==> src/rtl/if_fetch_pkg.sv <==
// Shared definitions for the instruction fetch stage: FSM state encodings,
// instruction width and the default NOP encoding.
package if_fetch_pkg;

  localparam int unsigned InstWidth = 32;

  // addi x0, x0, 0
  localparam logic [InstWidth-1:0] NopInst = 32'h0000_0013;

  localparam logic [1:0] StIdle = 2'd0;
  localparam logic [1:0] StReq  = 2'd1;
  localparam logic [1:0] StWait = 2'd2;
  localparam logic [1:0] StHold = 2'd3;

endpackage

==> src/rtl/if_fetch.sv <==
// Instruction fetch stage: one outstanding memory request, one-entry skid for stalls,
// jump redirect with response dropping. Optional counter under IF_FETCH_PERF_CNT_EN.
module if_fetch
  import if_fetch_pkg::*;
#(
  parameter logic [InstWidth-1:0] RESET_PC = 32'h0000_0000,
  parameter logic [InstWidth-1:0] NOP_INST = NopInst
) (
  input  logic                 clk,
  input  logic                 rst,
  input  logic                 jump_en_i,
  input  logic [InstWidth-1:0] jump_addr_i,
  input  logic                 hold_i,
  output logic                 imem_req_o,
  output logic [InstWidth-1:0] imem_addr_o,
  input  logic                 imem_gnt_i,
  input  logic                 imem_rvalid_i,
  input  logic [InstWidth-1:0] imem_rdata_i,
  output logic [InstWidth-1:0] inst_o,
  output logic [InstWidth-1:0] inst_addr_o,
  output logic                 inst_valid_o,
  output logic [31:0]          fetch_cnt_o
);

  logic [1:0]           state_q, state_d;
  logic [InstWidth-1:0] pc_q, pc_d;
  logic [InstWidth-1:0] skid_q, skid_d;
  logic                 drop_q, drop_d;
  logic [InstWidth-1:0] inst_q, inst_d;
  logic [InstWidth-1:0] inst_addr_q, inst_addr_d;
  logic                 valid_q, valid_d;
  logic                 present;
  logic [InstWidth-1:0] present_data;

  always_comb begin
    state_d      = state_q;
    pc_d         = pc_q;
    skid_d       = skid_q;
    drop_d       = drop_q;
    present      = 1'b0;
    present_data = imem_rdata_i;

    case (state_q)
      StIdle: state_d = StReq;
      StReq: begin
        if (imem_gnt_i) state_d = StWait;
      end
      StWait: begin
        if (imem_rvalid_i) begin
          if (drop_q) begin
            drop_d  = 1'b0;
            state_d = StReq;
          end else if (hold_i) begin
            skid_d  = imem_rdata_i;
            state_d = StHold;
          end else begin
            present = 1'b1;
            state_d = StReq;
          end
        end
      end
      StHold: begin
        if (!hold_i) begin
          present      = 1'b1;
          present_data = skid_q;
          skid_d       = '0;
          state_d      = StReq;
        end
      end
      default: state_d = StIdle;
    endcase

    if (present) pc_d = pc_q + 32'd4;

    // A redirect overrides everything; an in-flight response must be dropped on arrival.
    if (jump_en_i) begin
      present = 1'b0;
      pc_d    = jump_addr_i & ~32'h3;
      skid_d  = '0;
      drop_d  = 1'b0;
      state_d = StReq;
      if ((state_q == StReq && imem_gnt_i) || (state_q == StWait && !imem_rvalid_i)) begin
        drop_d  = 1'b1;
        state_d = StWait;
      end
    end
  end

  always_comb begin
    inst_d      = inst_q;
    inst_addr_d = inst_addr_q;
    valid_d     = valid_q;
    if (jump_en_i) begin
      inst_d  = NOP_INST;
      valid_d = 1'b0;
    end else if (!hold_i) begin
      if (present) begin
        inst_d      = present_data;
        inst_addr_d = pc_q;
        valid_d     = 1'b1;
      end else begin
        inst_d  = NOP_INST;
        valid_d = 1'b0;
      end
    end
  end

  always_ff @(posedge clk) begin
    if (!rst) begin
      state_q     <= StIdle;
      pc_q        <= RESET_PC;
      skid_q      <= '0;
      drop_q      <= 1'b0;
      inst_q      <= NOP_INST;
      inst_addr_q <= RESET_PC;
      valid_q     <= 1'b0;
    end else begin
      state_q     <= state_d;
      pc_q        <= pc_d;
      skid_q      <= skid_d;
      drop_q      <= drop_d;
      inst_q      <= inst_d;
      inst_addr_q <= inst_addr_d;
      valid_q     <= valid_d;
    end
  end

  assign imem_req_o   = (state_q == StReq);
  assign imem_addr_o  = pc_q;
  assign inst_o       = inst_q;
  assign inst_addr_o  = inst_addr_q;
  assign inst_valid_o = valid_q;

`ifdef IF_FETCH_PERF_CNT_EN
  logic [31:0] cnt_q;

  always_ff @(posedge clk) begin
    if (!rst) begin
      cnt_q <= '0;
    end else if (present && (cnt_q != 32'hFFFF_FFFF)) begin
      cnt_q <= cnt_q + 32'd1;
    end
  end

  assign fetch_cnt_o = cnt_q;
`else
  assign fetch_cnt_o = 32'h0;
`endif

endmodule
==> config.mk <==
export PLATFORM = sky130hd
export DESIGN_NAME = if_fetch
export DESIGN_NICKNAME = d
export VERILOG_FILES = /design/src/rtl/if_fetch_pkg.sv /design/src/rtl/if_fetch.sv
export SDC_FILE = /design/constraint.sdc
export NUM_CORES = 1
export LEC_CHECK = 0
export BUFFER_PORTS_ARGS = -buffer_cell sky130_fd_sc_hd__buf_2
export CORE_UTILIZATION = 54
export CTS_BUF_LIST = sky130_fd_sc_hd__clkbuf_8 sky130_fd_sc_hd__clkbuf_16
export CTS_CLUSTER_SIZE = 40
export DETAILED_ROUTE_END_ITERATION = 16
export PLACE_DENSITY = 0.95
export SETUP_SLACK_MARGIN = 0.15
export SLEW_MARGIN = 0
export SYNTH_ARGS = -nofsm -noshare
export SYNTH_HDL_FRONTEND = slang
export SYNTH_SLANG_ARGS = --single-unit
==> constraint.sdc <==
create_clock -name clk -period 5.4 [get_ports clk]
set_input_delay 0.81 -clock clk [delete_from_list [all_inputs] [get_ports clk]]
set_output_delay 0.81 -clock clk [all_outputs]
set_load 0.02 [all_outputs]
[Word level (Yosys, flattened, before mapping)]
Index checks and enable logic that the tools add are counted.
Cells by class
  add/sub/neg operators: 1
  bitwise logic cells: 3
  multiplexer cells: 27
  reductions and logical operators: 14
  eq/ne operators: 10
Operator list (number)
  32-bit two-way mux: 8
  32-bit one-hot mux with 2 select lines: 1
  32-bit by 3-bit adder with 32-bit output (second input constant): 1
  2-bit two-way mux: 7
  1-bit two-way mux: 9
  2-bit inequality test (second input constant): 4
  2-bit one-hot mux with 4 select lines: 1
  2-bit nonzero test: 4
  3-bit inequality test (second input constant): 2
  3-bit AND reduction: 2
  5-bit AND reduction: 1
  2-bit == test (second input constant): 2
  3-bit by 2-bit inequality test with 1-bit output (second input constant): 1
  1-bit NOT: 3
  2-bit by 1-bit == test with 1-bit output (second input constant): 1
  1-bit logical AND: 2
  2-bit logical NOT: 1
  1-bit one-hot mux with 2 select lines: 1
  2-bit AND reduction: 1
  2-bit OR reduction: 1
  1-bit logical NOT: 1
  1-bit logical OR: 1
Word-level totals
  output and inout bits: 130
  word-level logic and storage cells: 63
  input port bits: 70
  register bits: 132

[Longest topological paths before layout]
Gate-level depths: netlist of run 1.
  depth in word-level cells: 6
  gate-level depth with buffers: 9

[Worst setup path before layout of run 1]
Ideal clock, no wire load.
  path type: input to register
  start point: in hold_i
  end point: reg skid_q[24]
  stages on the path: 7
  buffers on the path: 3
  data required time: 5.330 ns
  arrival: 2.144 ns
  setup slack: 3.186 ns
  cell sequence: clkbuf_1 inv_2 nor3_1 clkbuf_1 buf_2 nand3_1 a21oi_1
Between the ends
  word-level cells in the longest chain between the ends: 2
Ends and longest elaborated chain
  from (decl): line if_fetch.sv:13  | input logic hold_i,
  2-bit inequality test (no line)
  5-bit AND reduction (no line) *
  to (signal assigned): line if_fetch.sv:120  | skid_q <= skid_d;
  to (decl): line if_fetch.sv:27  | logic [InstWidth-1:0] skid_q, skid_d;
Mark *: on every way between the ends. The rest lies on a longest branch, timed or not.
A chain may end at the register's enable or synchronous reset.

[Worst setup path in the final report of run 1]
  start point: reg state_q[0]
  end point: reg inst_q[4], in the netlist inst_o[4]
Between the ends
  word-level cells in the longest chain between the ends: 4
Ends and longest elaborated chain
  from (decl): line if_fetch.sv:25  | logic [1:0] state_q, state_d;
  from (signal assigned): line if_fetch.sv:110  | state_q <= StIdle;
  from (signal assigned): line if_fetch.sv:118  | state_q <= state_d;
  2-bit == test: line if_fetch.sv:43  | case (state_q)
  1-bit one-hot mux with 2 select lines: line if_fetch.sv:43
  1-bit two-way mux: line if_fetch.sv:76  | if (jump_en_i) begin
  32-bit two-way mux *: line if_fetch.sv:97  | if (present) begin
  to (signal assigned): line if_fetch.sv:122  | inst_q <= inst_d;
  to (decl): line if_fetch.sv:29  | logic [InstWidth-1:0] inst_q, inst_d;
Marked as above.

==> flow_summary_export.csv, run 1 <==
group,metric,value,unit
sta,tightest_slew,1.15,ns
logic_synthesis,ys_top_cells_by_area,"dfxtp_1, a21oi_1, nand2_1",
route,vias,5398,
clock_network,post-cts-setup-buffers,0,
global_routing,grt_util_all_layers,0.263,
route,dr.pass1.iters,5,
sta,whs,0.452,ns
clock_network,clk_pin_slew,0.06,ns
floorplan,rows,37,
logic_synthesis,synth_seq_cells,128,
route,drc,0,
logic_synthesis,synth_compound_area_frac,0.157,
global_routing,overflow,0,
floorplan,core-area,10400,sq um
finish,design.final.nets,902,
sta,clock-skew-final,0.00746,ns
floorplan,dieArea,11200,sq um
run,maxCapViolCount,0,
global_routing,grt_pass1_wl,23800,microns
logic_synthesis,synthXorXnorAreaFrac,0.0346,
logic_synthesis,synthAdderAreaFrac,0.00860,
run_status,status,"finished clean",
logic_synthesis,async_flop_share,0,
floorplan,io_pins,200,
sta,grt_setup_unrepaired,"no",
logic_synthesis,syn_inst,694,
logic_synthesis,synth_top_area_frac,0.441,
clock_network,cts_tree,"yes",
sta,hold_violations,0,
route,drtAntennaViolNets,0,
power,leakage,2.88,nW
finish,final_util,0.683,
setup_path,rrSetupSlack,1.42,ns
logic_synthesis,synth.most_common_cell,"dfxtp_1",
sta,fmax,251,MHz
route,vias_per_cell,5.53,
logic_synthesis,synth_top_family_by_area,"simple AND/OR/NAND/NOR gates",
logic_synthesis,ys_seq_area_frac,0.441,
global_routing,grt_max_degree,64,
floorplan,start_util,0.561,
power,p_per_area,324,nW/um^2
logic_synthesis,syn_area,5820,sq um
finish,num_antenna_cells,0,
sta,setup_violations,0,
logic_synthesis,yosysTopAreaCell,"dfxtp_1",
power,seqPwrFrac,0.433,
sta,slew_violations,0,
clock_network,cts_hold_buffers,0,
setup_path,path_class,"reg -> reg",
route,dr.first_iter.drc_count,311,
place,place_congestion,0.800,
sta,period_share,0.737,
place,portBuffers,161,
global_routing,antenna_found_initial,0,
route,wl_per_cell,15.1,microns
clock_network,cts-resized-gates,0,
route,postRouteWirelength,14700,microns
setup_path,cp.arrival,4.35,ns
logic_synthesis,synthSimpleGateAreaFrac,0.204,
power,vdd_ir_drop_max,0.303,mV
finish,drive_gt1_frac,0.288,
floorplan,dieWidth,106,microns
setup_path,crit_path_end_kind,"register",
power,comb_power_share,0.084,
logic_synthesis,syn_area_per_cell,8.38,sq um
clock_network,clockRootBuffer,"clkbuf_8",
logic_synthesis,dominantRegCellSynth,"dfxtp_1",
power,p_switching,0.601,mW
sta,fin_setup_tns,0,ns
logic_synthesis,yosysWarnings,0,
floorplan,die_y,106,microns
clock_network,cts_buffers,17,
power,internal_power,1.69,mW
setup_path,cp_max_fo,39,
worst_hold_path,hold_class,"reg -> reg",
power,switching_share,0.262,
logic_synthesis,synth_common_cells,"dfxtp_1, nand2_1, a21oi_1",
power,clockPowerShare,0.483,
global_routing,grt_pass1_vias,4894,
clock_network,h-tree-depth,4,
sta,max-slew-margin-rel,0.231,
finish,fillers,843,
logic_synthesis,synth_cell_types,48,
logic_synthesis,synthMuxAreaShare,0.0682,
setup_path,startpoint_type,"register",
clock_network,cts.path.max_buffers,2,
place,dpl.hpwl,9750,microns
setup_path,worst_ep_required_time,5.78,ns
sta,finalCriticalPeriod,3.98,ns
clock_network,clock_latency,0.50,ns
finish,syn_to_final_growth,21.7,%
logic_synthesis,synth-edff-count,0,
clock_network,cts.sinks,128,
power,power.total,2.29,mW
-- metal layers --
metal / vias up / share of wire / routed length [microns] / track usage
li1: 2606 / - / - / -
met4: 0 / 0.010 / 149 / 0.0804
met3: 17 / 0.074 / 1090 / 0.0662
met5: - / 0 / 0 / 0
met1: 2555 / 0.42 / 6160 / 0.318
met2: 220 / 0.50 / 7350 / 0.458
-- flip-flops by register name, summed over array words and instances (netlist names) --
name and flops:
skid_q 32, inst_addr_o 30, drop_q 1, inst_o 32, imem_addr_o 30, inst_valid_o 1
state_q 2
-- per-stage QoR --
stage / area (sq um) / cells / worst slack [ns]
final: 7080 / 977 / 1.42
after global routing: 7080 / 977 / 1.03
after detailed placement: 6500 / 945 / 1.47
after global placement: 6500 / 945 / 1.47
after floorplan: 5950 / 729 / 3.19
after CTS: 7080 / 977 / 1.38
-- final cells by class --
class                           instances  area [sq um]  share of cell area
Clock buffer                           17           414              0.0585
Clock inverter                         15           160              0.0226
Inverter                                6          22.5             0.00318
Multi-Input combinational cell        509          2910               0.410
Sequential cell                       128          2560               0.362
Tap cell                              136           170              0.0240
Timing Repair Buffer                  166           843               0.119
-- worst paths after layout --
path,from,cells after the start,end
worst max-delay path,state_q[0],6,inst_o[4]
worst min-delay path,skid_q[6],2,skid_q[6]
worst min register to register,skid_q[6],2,skid_q[6]
worst max register to register,state_q[0],6,inst_o[4]
-- cells by family (layout without fill, tap and decap cells) --
family / count (synthesis) / after routing
AOI/OAI and AO/OA: 159 / 159
muxes: 36 / 36
other: 1 / 36
adders and majority gates: 4 / 4
DFF: 128 / 128
and+or+nand+nor: 251 / 251
xor gates and xnor gates: 23 / 23
buffers and inverters: 92 / 204
-- layout by cell type (no fill, tap or decap), types with 5 or more instances in the layout --
cell type   Yosys  layout
buf_2           3     161
dfxtp_1       128     128
nand2_1       106     106
a21oi_1        84      83
nand3_1        46      46
nor2_1         46      45
conb_1          1      36
mux2_2         29      29
a22oi_1        29      29
o21ai_0        24      24
xor2_1         16      16
clkbuf_16       0      16
nand4_1         9       9
nor3_1          8       7
mux2i_1         7       7
xnor2_1         7       7
and3_1          6       6
nor2b_1         5       5
clkinvlp_4      0       5
buf_4          38       5
-- power by group through the flow --
stage          Clock (mW)  Combinational, mW  Sequential [mW]
6_report             1.11              0.193            0.993
5_1_grt              1.16              0.209            0.995
4_1_cts              1.12              0.192            0.992
3_5_place_dp            0              0.190             1.01
3_3_place_gp            0              0.187             1.01
2_1_floorplan           0              0.129             1.03
-- critical path, stage by stage, from the launching register on --
cell and delay [ns]:
dfxtp_1 0.38, ha_2 0.81, inv_2 0.51, a21oi_1 0.71, nand2_1 0.87, a211oi_1 0.48, o21ai_1 0.08
Note: power is estimated with default switching activity, not from simulation.
==> run 2: changes to the inputs <==
CORE_UTILIZATION = 45   (was 54)
PLACE_DENSITY = 0.86   (was 0.95)
clock period = 3.2 ns   (was 5.4 ns; I/O delays follow)
==> flow_summary_export.csv, run 2 (same netlist as run 1, synthesis figures left out) <==
group,metric,value,unit
run_status,status,"finished clean",
floorplan,io_pins,200,
finish,regArea,2560,sq um
place,place_ws,0.748,ns
sta,slew_violations,0,
global_routing,grt_pass1_wl,24300,microns
setup_path,crit_path_max_incr_delay,0.83,ns
floorplan,dieArea,13400,sq um
place,dpl_cell_area,6610,sq um
power,p_per_area,554,nW/um^2
setup_path,worst_ep_required_time,3.55,ns
finish,design.final.nets,910,
power,vdd_ir_drop_max,0.322,mV
sta,hold_violations,0,
global_routing,grt_max_degree,63,
worst_hold_path,whs_path_depth,3,
floorplan,dieWidth,116,microns
place,portBuffers,161,
sta,finalCriticalPeriod,2.45,ns
setup_path,crit_path_end_kind,"register",
clock_network,cts-resized-gates,0,
sta,clock-skew-final,0.0109,ns
run,maxCapViolCount,0,
setup_path,cp_num_buf_inv,1,
clock_network,cts.path.max_buffers,2,
clock_network,post-cts-setup-buffers,0,
sta,max-slew-margin-rel,0.262,
clock_network,cts_buffers,17,
global_routing,grt_util_all_layers,0.238,
floorplan,die_y,116,microns
route,vias,5314,
sta,tightest_slew,1.10,ns
global_routing,antenna_found_initial,2,
finish,drive_gt1_frac,0.291,
clock_network,h-tree-depth,4,
place,dpl.hpwl,10100,microns
finish,layout_common_cells,"buf_2, dfxtp_1, nand2_1, a21oi_1, nand3_1",
finish,final_util,0.572,
finish,fin_area,7220,sq um
clock_network,clockRootBuffer,"clkbuf_16",
setup_path,cp.depth,7,
finish,syn_to_final_growth,24.1,%
sta,period_share,0.765,
clock_network,clock_latency,0.42,ns
finish,final_common_cell,"buf_2",
finish,fillers,1154,
global_routing,grt_pass1_vias,4912,
floorplan,rows,41,
route,dr.first_iter.drc_count,355,
floorplan,start_util,0.461,
setup_path,startpoint_type,"register",
route,wl_per_cell,15.1,microns
clock_network,cts_hold_buffers,0,
setup_path,cp_slowest_cell,"nor2_4",
route,postRouteWirelength,15500,microns
sta,setup_violations,0,
power,leakage,2.95,nW
setup_path,cp_max_fo,44,
route,dr.pass1.iters,5,
route,drc,0,
setup_path,cp_cell_sequence,"ha_1, and3b_1, o21ai_2, nor2_4, buf_4, nand2_1, a21oi_1",
sta,grt_setup_unrepaired,"no",
sta,fmax,408,MHz
global_routing,overflow,0,
worst_hold_path,hold_class,"in -> reg",
route,drtAntennaViolNets,0,
finish,multi_input_area,2910,sq um
setup_path,reg2reg_depth,7,
sta,setup_slack,0.751,ns
route,vias_per_cell,5.20,
clock_network,cts_tree,"yes",
setup_path,path_class,"reg -> reg",
clock_network,clk_pin_slew,0.06,ns
clock_network,cts.sinks,128,
setup_path,crit_family,"simple AND/OR/NAND/NOR gates",
place,place_congestion,0.777,
sta,fin_setup_tns,0,ns
floorplan,core-area,12600,sq um
setup_path,cp.arrival,2.80,ns
[run 2: report_power, final]
part           internal [mW]  switching, mW  total, mW
registers               1.63         0.0492       1.68
clock network           1.27          0.716       1.99
logic                  0.116          0.215      0.331
total                   3.02          0.980       4.00
[run 2: final cells by class]
cell class | instances | area share
multi-input cells | 509 | 0.402
flip-flops and latches | 128 | 0.355
repair buffers | 174 | 0.125
clock buffers | 20 | 0.0647
well taps | 172 | 0.0298
clock inverters | 11 | 0.0194
inverters | 6 | 0.00312
diodes | 1 | 0.000347
[run 2: final timing paths]
check                        from         endpoint  slack (ns)
setup / recovery       state_q[1]  inst_addr_o[15]        0.75
setup reg to reg       state_q[1]  inst_addr_o[15]        0.75
hold / removal     jump_addr_i[4]   imem_addr_o[4]        0.29
hold reg to reg   inst_addr_o[12]  inst_addr_o[12]        0.45
[run 2: worst register-to-register path, delay by kind of cell (launching register included)]
| kind | cells | cell delay, ns |
|---|---|---|
| AOI/OAI and AO/OA | 2 | 0.21 |
| adders and majority gates | 1 | 0.26 |
| and+or+nand+nor | 3 | 1.16 |
| buffers and inverters | 1 | 0.37 |
| DFF | 1 | 0.37 |
[run 2: metrics by stage]
step	hold WS, ns	cells	power [mW]
6_report	0.286	1021	4.00
5_1_grt	0.303	1020	4.14
2_1_floorplan	0.428	729	1.95
4_1_cts	0.273	1020	4.03
3_5_place_dp	0.443	989	2.04
3_3_place_gp	0.435	989	2.03
[run 2: routing by layer]
layer,track usage,wire length (microns),vias to the layer above
li1,-,-,2625
met1,0.273,6560,2470
met2,0.398,7360,200
met3,0.0968,1300,19
met4,0.0863,242,0
met5,0,0,-
